<file path="src/rtl/divmod_arbiter.sv">
// Two-requester front end for a shared multi-cycle divider. Requests are
// granted round-robin and each result is returned to the requester that asked.
module divmod_arbiter #(
   parameter int WIDTH   = 16,
   parameter int TIMEOUT = 40
) (
   input  logic             clk,
   input  logic             rst,
   input  logic             req0,
   input  logic             req1,
   input  logic             op0,
   input  logic             op1,
   input  logic [WIDTH-1:0] a0,
   input  logic [WIDTH-1:0] b0,
   input  logic [WIDTH-1:0] a1,
   input  logic [WIDTH-1:0] b1,
   output logic             gnt0,
   output logic             gnt1,
   output logic             rsp_valid0,
   output logic             rsp_valid1,
   output logic [WIDTH-1:0] rsp_data,
   output logic             rsp_err,
   output logic             busy,
   output logic             unit_start,
   output logic [WIDTH-1:0] unit_a,
   output logic [WIDTH-1:0] unit_b,
   input  logic [WIDTH-1:0] unit_quot,
   input  logic [WIDTH-1:0] unit_rest,
   input  logic             unit_done
);

   localparam int CW = $clog2(TIMEOUT + 1);

   typedef enum logic [1:0] {IDLE, ISSUE, WAIT, RESP} state_t;

   state_t           state_q, state_d;
   logic             ptr_q, ptr_d;
   logic             id_q, id_d;
   logic             op_q, op_d;
   logic             err_q, err_d;
   logic [WIDTH-1:0] a_q, a_d;
   logic [WIDTH-1:0] b_q, b_d;
   logic [WIDTH-1:0] data_q, data_d;
   logic [CW-1:0]    cnt_q, cnt_d;

   logic             anyReq;
   logic             grantId;
   logic             selOp;
   logic [WIDTH-1:0] selA;
   logic [WIDTH-1:0] selB;
   logic             timeoutHit;

   // The pointer names the preferred requester; the other one wins only when
   // the preferred one is idle.
   always_comb begin
      anyReq     = req0 | req1;
      grantId    = ptr_q ? req1 : ~req0;
      selOp      = grantId ? op1 : op0;
      selA       = grantId ? a1 : a0;
      selB       = grantId ? b1 : b0;
      timeoutHit = (cnt_q == CW'(TIMEOUT - 1));
   end

   always_ff @(posedge clk or posedge rst) begin
      if (rst) begin
         state_q <= IDLE;
         ptr_q   <= 1'b0;
         id_q    <= 1'b0;
         op_q    <= 1'b0;
         err_q   <= 1'b0;
         a_q     <= '0;
         b_q     <= '0;
         data_q  <= '0;
         cnt_q   <= '0;
      end else begin
         state_q <= state_d;
         ptr_q   <= ptr_d;
         id_q    <= id_d;
         op_q    <= op_d;
         err_q   <= err_d;
         a_q     <= a_d;
         b_q     <= b_d;
         data_q  <= data_d;
         cnt_q   <= cnt_d;
      end
   end

   // A zero divisor never reaches the divider; it is answered directly with
   // an error. A done in the last wait cycle beats the timeout.
   always_comb begin
      state_d = state_q;
      ptr_d   = ptr_q;
      id_d    = id_q;
      op_d    = op_q;
      err_d   = err_q;
      a_d     = a_q;
      b_d     = b_q;
      data_d  = data_q;
      cnt_d   = cnt_q;
      case (state_q)
         IDLE: begin
            if (anyReq) begin
               ptr_d = ~grantId;
               id_d  = grantId;
               op_d  = selOp;
               a_d   = selA;
               b_d   = selB;
               cnt_d = '0;
               if (selB == '0) begin
                  state_d = RESP;
                  data_d  = '0;
                  err_d   = 1'b1;
               end else begin
                  state_d = ISSUE;
                  err_d   = 1'b0;
               end
            end
         end
         ISSUE: state_d = WAIT;
         WAIT: begin
            cnt_d = cnt_q + CW'(1);
            if (unit_done) begin
               data_d  = op_q ? unit_rest : unit_quot;
               err_d   = 1'b0;
               state_d = RESP;
            end else if (timeoutHit) begin
               data_d  = '0;
               err_d   = 1'b1;
               state_d = RESP;
            end
         end
         RESP: state_d = IDLE;
         default: state_d = IDLE;
      endcase
   end

   // Grants are combinational so they land in the cycle the request is taken;
   // they are masked while reset is held.
   always_comb begin
      gnt0       = (state_q == IDLE) && anyReq && !grantId && !rst;
      gnt1       = (state_q == IDLE) && anyReq && grantId && !rst;
      rsp_valid0 = (state_q == RESP) && !id_q;
      rsp_valid1 = (state_q == RESP) && id_q;
      rsp_err    = (state_q == RESP) && err_q;
      rsp_data   = data_q;
      busy       = (state_q != IDLE);
      unit_start = (state_q == ISSUE);
      unit_a     = a_q;
      unit_b     = b_q;
   end

endmodule

</file>
<file path="config.mk">
export PLATFORM = sky130hd
export DESIGN_NAME = divmod_arbiter
export DESIGN_NICKNAME = d
export VERILOG_FILES = /design/src/rtl/divmod_arbiter.sv
export SDC_FILE = /design/constraint.sdc
export NUM_CORES = 1
export LEC_CHECK = 0
export CORE_ASPECT_RATIO = 0.9
export CORE_MARGIN = 2
export CORE_UTILIZATION = 41
export DETAILED_ROUTE_END_ITERATION = 8
export HOLD_SLACK_MARGIN = 0.02
export PLACE_DENSITY = 0.82
export REMOVE_ABC_BUFFERS = 1
export SETUP_SLACK_MARGIN = 0.3
export SLEW_MARGIN = 10
export SYNTH_ARGS = -nofsm -noshare
export SYNTH_HDL_FRONTEND = slang
export SYNTH_SLANG_ARGS = --single-unit
</file>
<file path="constraint.sdc">
create_clock -name clk -period 5.15 [get_ports clk]
set_clock_uncertainty 0.1 [all_clocks]
set_input_delay 1.545 -clock clk [delete_from_list [all_inputs] [get_ports clk]]
set_output_delay 1.545 -clock clk [all_outputs]
set_load 0.01 [all_outputs]
</file>
# Yosys cells after proc, flatten, opt, wreduce, memory -nomap -nowiden
# Cells that the tools add are included.
totals:
  register_bits: 60
  latchBits: 0
  ram_bits: 0
  rom_bits: 0
  inputBits: 103
  out_inout_bits: 55
  elab_cells: 62
  n_memories: 0
classes:
  n_addsub: 1
  mul: 0
  div: 0
  magnitude_cmp: 0
  eq_ne: 7
  shifts: 0
  mux: 22
  bitwise_logic: 3
  n_reduce_logical: 20
op_table:
  columns: ["cell", "count"]
  rows:
  - ["two-way mux 16 bit", 7]
  - ["case mux 16 bit (2 select lines)", 1]
  - ["zero test 16 bit", 1]
  - ["case mux 6 bit (2 select lines)", 1]
  - ["logical AND 1 bit", 8]
  - ["two-way mux 2 bit", 4]
  - ["case mux 2 bit (4 select lines)", 1]
  - ["adder 6 x 1 -> 6 bit (second input constant)", 1]
  - ["equality test 6 bit (second input constant)", 1]
  - ["two-way mux 1 bit", 6]
  - ["two-way mux 6 bit", 1]
  - ["AND reduction 2 bit", 3]
  - ["equality test 2 bit (second input constant)", 2]
  - ["!= test 2 bit (second input constant)", 2]
  - ["AND reduction 4 bit", 1]
  - ["nonzero test 2 bit", 2]
  - ["zero test 1 bit", 3]
  - ["!= test 3 bit (second input constant)", 1]
  - ["AND reduction 3 bit", 1]
  - ["equality test 2 x 1 -> 1 bit (second input constant)", 1]
  - ["zero test 2 bit", 1]
  - ["inverter 1 bit", 2]
  - ["case mux 1 bit (2 select lines)", 1]
  - ["OR 1 bit", 1]

# Longest topological paths before layout
depth:
  ltp_word: 7
  depth_mapped: 9
  ltp_nobuf: 7

# Least setup slack after synthesis
# No wires, ideal clock.
synth_timing:
  path_kind: "input to output"
  start: "input port rst"
  end: "output port gnt0"
  arrival_ps: 3188
  required_ps: 3505
  slack_ps: 317
  stages: 2
  path_buffers: 0
  path_cell_list: "inv_1 -> and3_1"
synth_via:
  elab_chain_len: 2
synth_rtl:
  columns: ["item", "line_no", "rtl"]
  rows:
  - ["start: declaration", "8", "input logic rst,"]
  - ["zero test 1 bit", "140", "gnt0 = (state_q == IDLE) && anyReq && !grantId && !rst;"]
  - ["logical AND 1 bit", "140", null]
  - ["end: declaration", "17", "output logic gnt0,"]
# Every way passes these cells.

# Worst setup path after layout
layout_timing:
  start: "input port req1"
  end: "output port gnt0"
layout_via:
  elab_chain_len: 4
  word_cells_on_any_way: 6
  classes_between: "1 x mux; 1 x bitwise; 4 x reduce/logical"
layout_rtl:
  columns: ["item", "line_no", "rtl"]
  rows:
  - ["start: declaration", "10", "input logic req1,"]
  - ["OR 1 bit or two-way mux 1 bit (tied branches)", "56, 57", null]
  - ["logical AND 1 bit or zero test 1 bit (tied branches)", "140", null]
  - ["logical AND 1 bit (*) (2 in series)", "140", null]
# Every way passes the cells marked *; elsewhere a longest branch is shown, timed or not.

==> impl_metrics.ini <==
[placement]
place_congestion = 0.909
placed_cells = 536
place_hpwl_um = 6310
place_ws_ns = 0.463
dpl_cell_area_sq_um = 4800
io_buffers = 157

[final_layout]
drive_gt1_frac = 0.0857
final_area_sq_um = 5020
fin_cells = 551
syn2layout_area_growth_pct = 58.6
ff_latch_area_sq_um = 1500
nNetsFinal = 560
diodes = 0
multi_input_area_sq_um = 1560
n_fill_cell = 592

[route]
drc = 0
drt-vias-per-instance = 5.06
drtAntennaViolNets = 0
wl_per_cell_um = 15.4
drtIter0Drc = 86
num_vias = 2790
dr.pass1.iters = 4
wirelength_um = 8460

[floorplan]
die-area_sq_um = 8440
start_util = 0.422
ios = 158
std_cell_rows = 30
die_width_um = 96.6
die_y_um = 87.4
core_area_sq_um = 7510

[grt]
grt_pass1_wl_um = 13800
grt_pass1_vias = 2795
antenna_found_initial = 0
grt.overflow.total = 0
grt_use_total = 0.205
grt_start_max_net_pins = 73

[critical_path]
cp_max_fo = 4
crit_start = req1
reg2reg_from = state_q[0]
required_ns = 3.51
start_kind = primary input
end_kind = output pin
worst_ep_arrival_time_ns = 3.06
critical_path_class = in -> out

[sta]
timing.final.crit_share = 0.913
max_freq_mhz = 213
setup_violations = 0
worst_slack_ns = 0.448
fin_setup_tns_ns = 0
hold_viol = 0
hold_slack_ns = 0.380
fin_crit_ns = 4.70
slew_viol_final = 0
worst_pin_slew_ns = 0.866
grt_setup_unrepaired = no
worst_slew_margin_rel = 0.423

[power]
peakVddDrop_v = 0.000402
leakagePower_nw = 2.15
power_density_nw_per_um2 = 512

[min_path]
holdCritPathClass = reg -> reg
hold_start = unit_a[13]

[logic_synthesis]
synth_cells = 295
ys_types = 41
netlist_area_sq_um = 3170
ys_ff_latch = 60
syn_area_per_cell_sq_um = 10.7
yosysWarningCount = 0
ys_seq_area_frac = 0.474

[job]
max-cap-violations = 0

[cts]
clk-insertion-delay-late_ns = 0.33
ctsResizeCount = 0
h-tree-depth = 3
clock-sinks = 60
max-clock-path-buffers = 2
cts_tree = yes
cts_hold_buf = 0
post_cts_buffers = 0
cts_root_buffer = clkbuf_8
clkSlewWorstSetupHoldPaths_ns = 0.07
cts_inserted_buffers = 9

[run_status]
status = finished clean
cell families after synthesis:
family | after synthesis | share of synthesized area
AOI/OAI and AO/OA | 68 | 0.160
xor gates and xnor gates | 2 | 0.00553
adders and majority gates | 6 | 0.0237
buffers and inverters | 21 | 0.0367
DFF | 60 | 0.474
muxes | 52 | 0.169
and+or+nand+nor | 86 | 0.131
synthesized netlist by cell type, drive strengths merged:
library cell	count	area share
a21o	2	0.0047
nand4b	1	0.0028
a21oi	2	0.0032
nor4	8	0.024
a211oi	1	0.0024
xor2	1	0.0028
a32o	1	0.0032
nor3b	1	0.0024
nand2	44	0.052
inv	5	0.0059
a221oi	1	0.0028
and2	2	0.0040
dfrtp	60	0.47
o21ai	40	0.064
nand3	4	0.0063
clkbuf	8	0.0095
o2bb2ai	15	0.061
nor2	16	0.019
nand4	2	0.0040
nand2b	2	0.0040
xnor2	1	0.0028
and3	2	0.0055
ha	6	0.024
o31ai	1	0.0024
nor3	1	0.0016
buf	8	0.021
a211o	1	0.0055
mux2	1	0.0036
nor2b	3	0.0059
o21a	1	0.0024
a22o	2	0.0055
mux2i	51	0.17
a21boi	1	0.0024
per-stage QoR:
stage | util | total power (W)
floorplan | - | 0.00148
global placement | 0.639 | 0.00207
detailed placement | 0.639 | 0.00211
CTS | 0.669 | 0.00259
global route | 0.669 | 0.00274
finish | 0.669 | 0.00257
power by group:
group	switching [W]	total, W	internal, W
Combinational	0.000577	0.00126	0.000681
Clock	0.000180	0.000475	0.000295
Sequential	0.000156	0.000838	0.000681
flip-flops by register name, indices dropped and copies added, names as in the netlist:
register / count
rsp_data: 16
unit_a: 16
unit_b: 16
cnt_q: 6
state_q: 2
err_q: 1
id_q: 1
op_q: 1
ptr_q: 1
worst max-delay path: stages:
cell and delay (ns):
clkdlybuf4s50_1 0.59, o21a_1 0.22, and3_1 0.17, clkdlybuf4s50_1 0.53
layer usage:
metal / wire length (um) / up-vias / global-route usage
met1: 3580 / 1308 / 0.241
met2: 4160 / 100 / 0.357
met4: 137 / 0 / 0.0615
li1: - / 1369 / -
met3: 588 / 13 / 0.0738
met5: 0 / - / 0
area by class of cell:
cell class                      count  area share
Clock buffer                       11      0.0301
Clock inverter                      4      0.0144
Inverter                            5     0.00374
Multi-Input combinational cell    214       0.310
Sequential cell                    60       0.299
Tap cell                           96      0.0239
Timing Repair Buffer              161       0.319
placed cells by master (no fill, tap or decap), types with 2 or more instances in the layout:
cell             synthesis  routed
a21o_1                   2       2
a21oi_1                  2       2
a22o_1                   2       2
and2_1                   2       2
buf_4                    2       4
bufinv_16                0       2
clkbuf_8                 0      11
clkdlybuf4s50_1          0     157
dfrtp_1                 60      60
ha_1                     6       6
inv_1                    5       4
mux2i_1                 50      50
nand2_1                 44      44
nand2b_1                 2       2
nand3_1                  4       4
nand4_1                  2       2
nor2_1                  16      16
nor2b_1                  3       3
nor4_1                   4       4
nor4_2                   4       4
o21ai_0                 39      39
o2bb2ai_1                5       5
o2bb2ai_2               10      10
path summary, 6_finish.rpt:
kind,to,slack (ns),cells past startpoint
max,gnt0,0.45,4
max reg2reg,err_q,2.76,8
min reg2reg,unit_a[13],0.38,2
min,unit_a[13],0.38,2
min in group asynchronous,unit_a[7],1.71,3
max in group asynchronous,rsp_data[13],2.74,3
Power figures use the tool's default switching activity.
